## src/rtl/game_sequencer.sv

```systemverilog
`default_nettype none
// game_sequencer: whack-a-mole game controller with start/pause/abort control,
// game-second and mole-spawn prescalers, and hit scoring locked once per mole period.
module game_sequencer #(
  parameter int TICK_DIV   = 100000000,
  parameter int GAME_SECS  = 30,
  parameter int SPAWN_DIV  = 50000000,
  parameter int WIN_SCORE  = 15,
  parameter int PASS_SCORE = 5
) (
  input  logic       clk,
  input  logic       rst_n,
  input  logic       start,
  input  logic       pause,
  input  logic       abort,
  input  logic       hit,
  output logic       mole_step,
  output logic       mole_en,
  output logic [3:0] score,
  output logic [5:0] time_left,
  output logic [2:0] state,
  output logic       win,
  output logic       lose
);

  localparam int TW = (TICK_DIV > 1) ? $clog2(TICK_DIV) : 1;
  localparam int SW = (SPAWN_DIV > 1) ? $clog2(SPAWN_DIV) : 1;
  localparam logic [TW-1:0] TICK_MAX  = TW'(TICK_DIV - 1);
  localparam logic [SW-1:0] SPAWN_MAX = SW'(SPAWN_DIV - 1);
  localparam logic [5:0]    SECS_INIT = 6'(GAME_SECS);
  localparam logic [3:0]    WIN_LVL   = 4'(WIN_SCORE);
  localparam logic [3:0]    PASS_LVL  = 4'(PASS_SCORE);

  typedef enum logic [2:0] {
    ST_IDLE  = 3'd0,
    ST_PLAY  = 3'd1,
    ST_PAUSE = 3'd2,
    ST_WIN   = 3'd3,
    ST_LOSE  = 3'd4
  } state_e;

  state_e          state_q, state_d;
  logic [3:0]      score_q, score_d;
  logic [5:0]      time_q, time_d;
  logic [TW-1:0]   sec_q, sec_d;
  logic [SW-1:0]   spawn_q, spawn_d;
  logic            lock_q, lock_d;
  logic            start_prev_q;

  logic            w_start_edge;
  logic            w_in_play;
  logic            w_tick;
  logic            w_hit_ok;
  logic [3:0]      w_score_inc;

  assign w_start_edge = start & ~start_prev_q;
  assign w_in_play    = (state_q == ST_PLAY);
  assign w_tick       = w_in_play && (sec_q == TICK_MAX);
  assign mole_step    = w_in_play && (spawn_q == SPAWN_MAX);
  assign w_hit_ok     = w_in_play && hit && !lock_q;
  assign w_score_inc  = (score_q == 4'd15) ? score_q : score_q + 4'd1;

  always_comb begin
    state_d = state_q;
    score_d = score_q;
    time_d  = time_q;
    sec_d   = sec_q;
    spawn_d = spawn_q;
    lock_d  = lock_q;

    case (state_q)
      ST_IDLE, ST_WIN, ST_LOSE: begin
        if (w_start_edge) begin
          state_d = ST_PLAY;
          score_d = '0;
          time_d  = SECS_INIT;
          sec_d   = '0;
          spawn_d = '0;
          lock_d  = 1'b0;
        end
      end
      ST_PLAY: begin
        sec_d   = w_tick ? '0 : sec_q + TW'(1);
        spawn_d = mole_step ? '0 : spawn_q + SW'(1);
        if (w_hit_ok) score_d = w_score_inc;
        // A new mole re-arms the lock even when it coincides with a counted hit.
        lock_d  = mole_step ? 1'b0 : (w_hit_ok ? 1'b1 : lock_q);
        if (w_tick) time_d = time_q - 6'd1;
        if (score_d >= WIN_LVL)
          state_d = ST_WIN;
        else if (time_d == 6'd0)
          state_d = (score_d >= PASS_LVL) ? ST_WIN : ST_LOSE;
        else if (pause)
          state_d = ST_PAUSE;
      end
      ST_PAUSE: begin
        if (!pause) state_d = ST_PLAY;
      end
      default: state_d = ST_IDLE;
    endcase

    if (abort) begin
      state_d = ST_IDLE;
      score_d = '0;
      time_d  = SECS_INIT;
      sec_d   = '0;
      spawn_d = '0;
      lock_d  = 1'b0;
    end
  end

  // start_prev resets high so a start held through reset release is not an edge.
  always_ff @(posedge clk or negedge rst_n) begin
    if (!rst_n) begin
      state_q      <= ST_IDLE;
      score_q      <= '0;
      time_q       <= SECS_INIT;
      sec_q        <= '0;
      spawn_q      <= '0;
      lock_q       <= 1'b0;
      start_prev_q <= 1'b1;
    end else begin
      state_q      <= state_d;
      score_q      <= score_d;
      time_q       <= time_d;
      sec_q        <= sec_d;
      spawn_q      <= spawn_d;
      lock_q       <= lock_d;
      start_prev_q <= start;
    end
  end

  assign state     = state_q;
  assign score     = score_q;
  assign time_left = time_q;
  assign mole_en   = (state_q == ST_PLAY);
  assign win       = (state_q == ST_WIN);
  assign lose      = (state_q == ST_LOSE);

endmodule
`default_nettype wire

```

## config.mk

```make
export PLATFORM = sky130hd
export DESIGN_NAME = game_sequencer
export DESIGN_NICKNAME = d
export VERILOG_FILES = /design/src/rtl/game_sequencer.sv
export SDC_FILE = /design/constraint.sdc
export NUM_CORES = 1
export LEC_CHECK = 0
export BUFFER_PORTS_ARGS = -buffer_cell sky130_fd_sc_hd__buf_2
export CORE_UTILIZATION = 60
export CTS_CLUSTER_DIAMETER = 150
export DETAILED_ROUTE_END_ITERATION = 6
export GPL_TIMING_DRIVEN = 0
export PLACE_DENSITY = 0.79
export SETUP_SLACK_MARGIN = 0.15
export SLEW_MARGIN = 20
export SYNTH_ARGS = -nofsm -noshare
export SYNTH_HDL_FRONTEND = slang
export SYNTH_SLANG_ARGS = --single-unit
```

## constraint.sdc

```tcl
create_clock -name clk -period 3.45 [get_ports clk]
set_input_delay 0.69 -clock clk [delete_from_list [all_inputs] [get_ports clk]]
set_output_delay 0.69 -clock clk [all_outputs]
set_load 0.02 [all_outputs]
```

# Word level (Yosys, flattened, before mapping)

Cells that the tools add are included.
W data, S select, Z words.

Flip-flop bits (word level): 68
Input bits: 6

$add $sub $neg: 4
Order comparisons: 2
Equality and inequality tests: 11
Multiplexer cells: 32
Bitwise gates (word level): 2
Reductions and logical operators: 12

Operators with widths:

| kind                    | count |
|---|---|
| $mux W27                | 3 |
| $mux W26                | 3 |
| $pmux W27 S2            | 1 |
| $pmux W26 S2            | 1 |
| $add A27 B1 Y27 const B | 1 |
| $eq A27 B27 Y1 const B  | 1 |
| $add A26 B1 Y26 const B | 1 |
| $eq A26 B26 Y1 const B  | 1 |
| $mux W6                 | 4 |
| $mux W3                 | 7 |
| $mux W4                 | 5 |
| $pmux W6 S2             | 1 |
| $pmux W3 S3             | 1 |
| $pmux W4 S2             | 1 |
| $eq A3 B2 Y1 const B    | 2 |
| $logic_not A6 Y1        | 1 |
| $ne A3 B3 Y1 const B    | 2 |
| $reduce_and A3 Y1       | 2 |
| $sub A6 B1 Y6 const B   | 1 |
| $ne A5 B3 Y1 const B    | 1 |
| $add A4 B1 Y4 const B   | 1 |
| $eq A4 B4 Y1 const B    | 1 |
| $ge A4 B3 Y1 const B    | 1 |
| $ge A4 B4 Y1 const B    | 1 |
| 13 further kinds        | 19 |

# Logic depth before layout (Yosys ltp)

Word-level depth: 11
Mapped depth: 10

# Worst setup path after synthesis

Ideal clock, no wire load.

Kind: register to output
Start point: register state_q[0] (netlist: state[0])
End point: output mole_step
Arrival time: 1.775 ns
Slack: 0.985 ns
Stages on the path, launching flop included: 4
Cell sequence: dfrtp_1 buf_6 or3b_1 nor4_1

Cells in the longest elaborated chain, start to end: 2

Ends and longest elaborated chain:

| element                  | line | source |
|---|---|---|
| start: declaration       | 42   | `state_e state_q, state_d;` |
| start signal: assignment | 123  | `state_q <= state_d;` |
| $eq A3 B1 Y1             | 57   | `assign w_in_play = (state_q == ST_PLAY);` |
| $logic_and A1 B1 Y1      | 59   | `assign mole_step = w_in_play && (spawn_q == SPAWN_MAX);` |
| end: declaration         | 17   | `output logic mole_step,` |

No other way between the ends.

# Worst setup path after layout

Start point: register spawn_q[0]
End point: output mole_step

Cells in the longest elaborated chain, start to end: 2

Ends and longest elaborated chain:

| element                  | line | source |
|---|---|---|
| start: declaration       | 46   | `logic [SW-1:0] spawn_q, spawn_d;` |
| start signal: assignment | 127  | `spawn_q <= spawn_d;` |
| $eq A26 B26 Y1           | 59   |  |
| $logic_and A1 B1 Y1      | 59   |  |

No other way between the ends.

==> flow_summary.yaml <==
status:
  status: "complete, no violations"
drt:
  drtIter0Drc: 287
  drt_wl_total_mm: 9.71
  antenna_left: 0
  drc: 0
  viasPerCell: 6.45
  wl_per_cell_um: 16.7
  dr.pass1.iters: 5
  via_count: 3743
setup_path:
  worstReg2RegStart: "state[0]"
  r2r_setup_slack_ns: 0.90
  rr_endpoint: "state[0]"
  setup.worst_path.end_class: "output pin"
  arrival_ns: 1.86
  criticalPathCategory: "reg2out"
  r2r_cells: 8
  cp-start-kind: "register"
  required_ns: 2.76
  cp_max_fo: 6
logic_synthesis:
  synth_common_cells: "63 x dfrtp_1, 53 x o21ai_0, 47 x nor2_1"
  synth_top_area_share_pct: 39.5
  ys_ff_latch: 68
  synth_area_leaders: "dfrtp_1 39%, o21ai_0 6.6%, nor2_1 4.4%, nand2_1 4.3%, o31ai_1 3.6%"
  syn_inst: 465
  async_reset_ff_share_pct: 100
  yosys.area.top_type: "dfrtp_1"
  ys.flop_type: "dfrtp_1"
  syn_nets: 475
  synth-edff-count: 0
  syn_avg_cell_area_um2: 8.59
  synth_seq_area_share_pct: 42.8
  netlist_area_um2: 3990
  synth.most_common_cell: "dfrtp_1"
  synth_warnings: 0
  synth_cell_types: 55
power:
  power.leakage_nw: 1.85
  vdd_ir_drop_max_v: 0.000251
  p_per_area_nw_per_um2: 362
clock_tree:
  numCtsBuffers: 9
  cts_sinks: 68
  cts_buffer_depth: 2
  root_buffer: "clkbuf_8"
  post_cts_buffers: 0
  clk_latency_ns: 0.34
  cts.clk_slew.worst_paths_ns: 0.08
  htree_levels: 3
  cts_tree: "done"
  hold_buffers: 0
  cts_resized: 0
finish:
  num-fill-cells: 537
  layout.nets: 508
  drive_above_1_share_pct: 10.7
  multiInputGateArea_um2: 2150
  register_area_um2: 1710
  antenna_cells: 0
  area_delta_synth_final_pct: 10.2
global_route:
  grt_pass1_vias: 3471
  grt_usage_pct: 29.7
  grt_pass1_wl_mm: 16.5
  overflow: 0
  grt_max_degree: 36
  antenna_found_initial: 0
floorplanning:
  num_rows: 29
  die_w_um: 83.6
  dieArea_um2: 6980
  die_h_um: 83.6
  io-pin-count: 23
  coreArea_um2: 6390
  floorplan.initialDensity_pct: 62.5
timing:
  fin_setup_tns_ns: 0
  fin_crit_sh_pct: 74.0
  slew_violations: 0
  worst_pin_slew_ns: 0.770
  skew_ns: 0.00986
  whs_ns: 0.287
  layout_setup_ws_ns: 0.898
  max_freq_mhz: 392
  hold_viol: 0
  fin_crit_ns: 2.55
  setup_violations: 0
  grt_setup_unrepaired: "no"
  relSlewSlack_pct: 48.2
place:
  portBuffers: 21
  dp_worst_setup_slack_ns: 0.857
  dpl.hpwl_mm: 6.81
  gp_congestion: 0.839
hold_path:
  hold_path.class: "in2async"
job:
  drv_cap: 0
per-layer routing:
metal  vias up  routed length [um]  track usage (%)
met2       115                4490             45.2
met4         0                 174             12.2
met5         -                   0                0
li1       1781                   -                -
met3        15                 479             4.65
met1      1832                4570             42.4
area by class of cell:
cell class / count / area share (%)
Clock buffer: 11 / 2.99
Buffer: 21 / 2.27
Tap cell: 77 / 2.19
Multi-Input combinational cell: 368 / 49.0
Timing Repair Buffer: 22 / 2.90
Inverter: 8 / 0.682
Sequential cell: 68 / 38.8
Clock inverter: 5 / 1.19
metrics by stage:
| stage | power, W | cells | cell area, um^2 | util (%) |
|---|---|---|---|---|
| after global placement | 0.000960 | 563 | 4190 | 65.7 |
| after floorplan | 0.000908 | 465 | 3990 | - |
| after global routing | 0.00165 | 580 | 4400 | 68.9 |
| after CTS | 0.00160 | 580 | 4400 | 68.9 |
| final | 0.00159 | 580 | 4400 | 68.9 |
| after detailed placement | 0.000968 | 564 | 4220 | 66.0 |
worst max-delay path by stage:
| stage | slack [ns] | end | from |
|---|---|---|---|
| 2_1_floorplan | 0.98 | mole_step | state[0] |
| 3_3_place_gp | 0.92 | sec_q[20] | start |
| 3_5_place_dp | 0.86 | sec_q[20] | start |
| 4_1_cts | 0.87 | mole_step | spawn_q[0] |
| 5_1_grt | 0.77 | mole_step | spawn_q[0] |
| 6_report | 0.90 | mole_step | spawn_q[0] |
worst max-delay path: stages (launching register included):
cell	delay, ns
dfrtp_1	0.43
ha_1	0.24
and3_1	0.20
nand3_1	0.15
nor4_1	0.29
buf_2	0.21
registers in the layout, indices dropped and copies added, names as in the netlist:
| signal | cells |
|---|---|
| start_prev_q | 1 |
| score | 4 |
| state | 3 |
| spawn_q | 26 |
| lock_q | 1 |
| sec_q | 27 |
| time_left | 6 |
layout by cell type (no fill, tap or decap), types with 11 or more instances in the layout:
master,instances
dfrtp_1,63
o21ai_0,53
nor2_1,47
nand2_1,46
nand3_1,27
buf_2,25
and3_1,19
o31ai_1,19
nand4_1,17
a21oi_1,17
clkbuf_1,15
xor2_1,14
a31oi_1,11
cell families (layout without fill, tap and decap cells):
kind of cell / count (synthesis) / after routing / share of synthesized area, %
mux: 3 / 3 / 0.783
compound gates: 123 / 123 / 18.9
flops: 68 / 68 / 42.8
buf+inv: 29 / 67 / 3.26
simple gates: 219 / 219 / 28.9
xor+xnor: 19 / 19 / 4.17
fa+ha+maj: 4 / 4 / 1.25
where the power goes:
part | switching (W) | total [W] | internal, W
Sequential | 0.00000662 | 0.000809 | 0.000803
Combinational | 0.000102 | 0.000142 | 0.0000402
Clock | 0.000309 | 0.000640 | 0.000331
Total | 0.000418 | 0.00159 | 0.00117
Note: power is estimated with default switching activity, not from simulation.
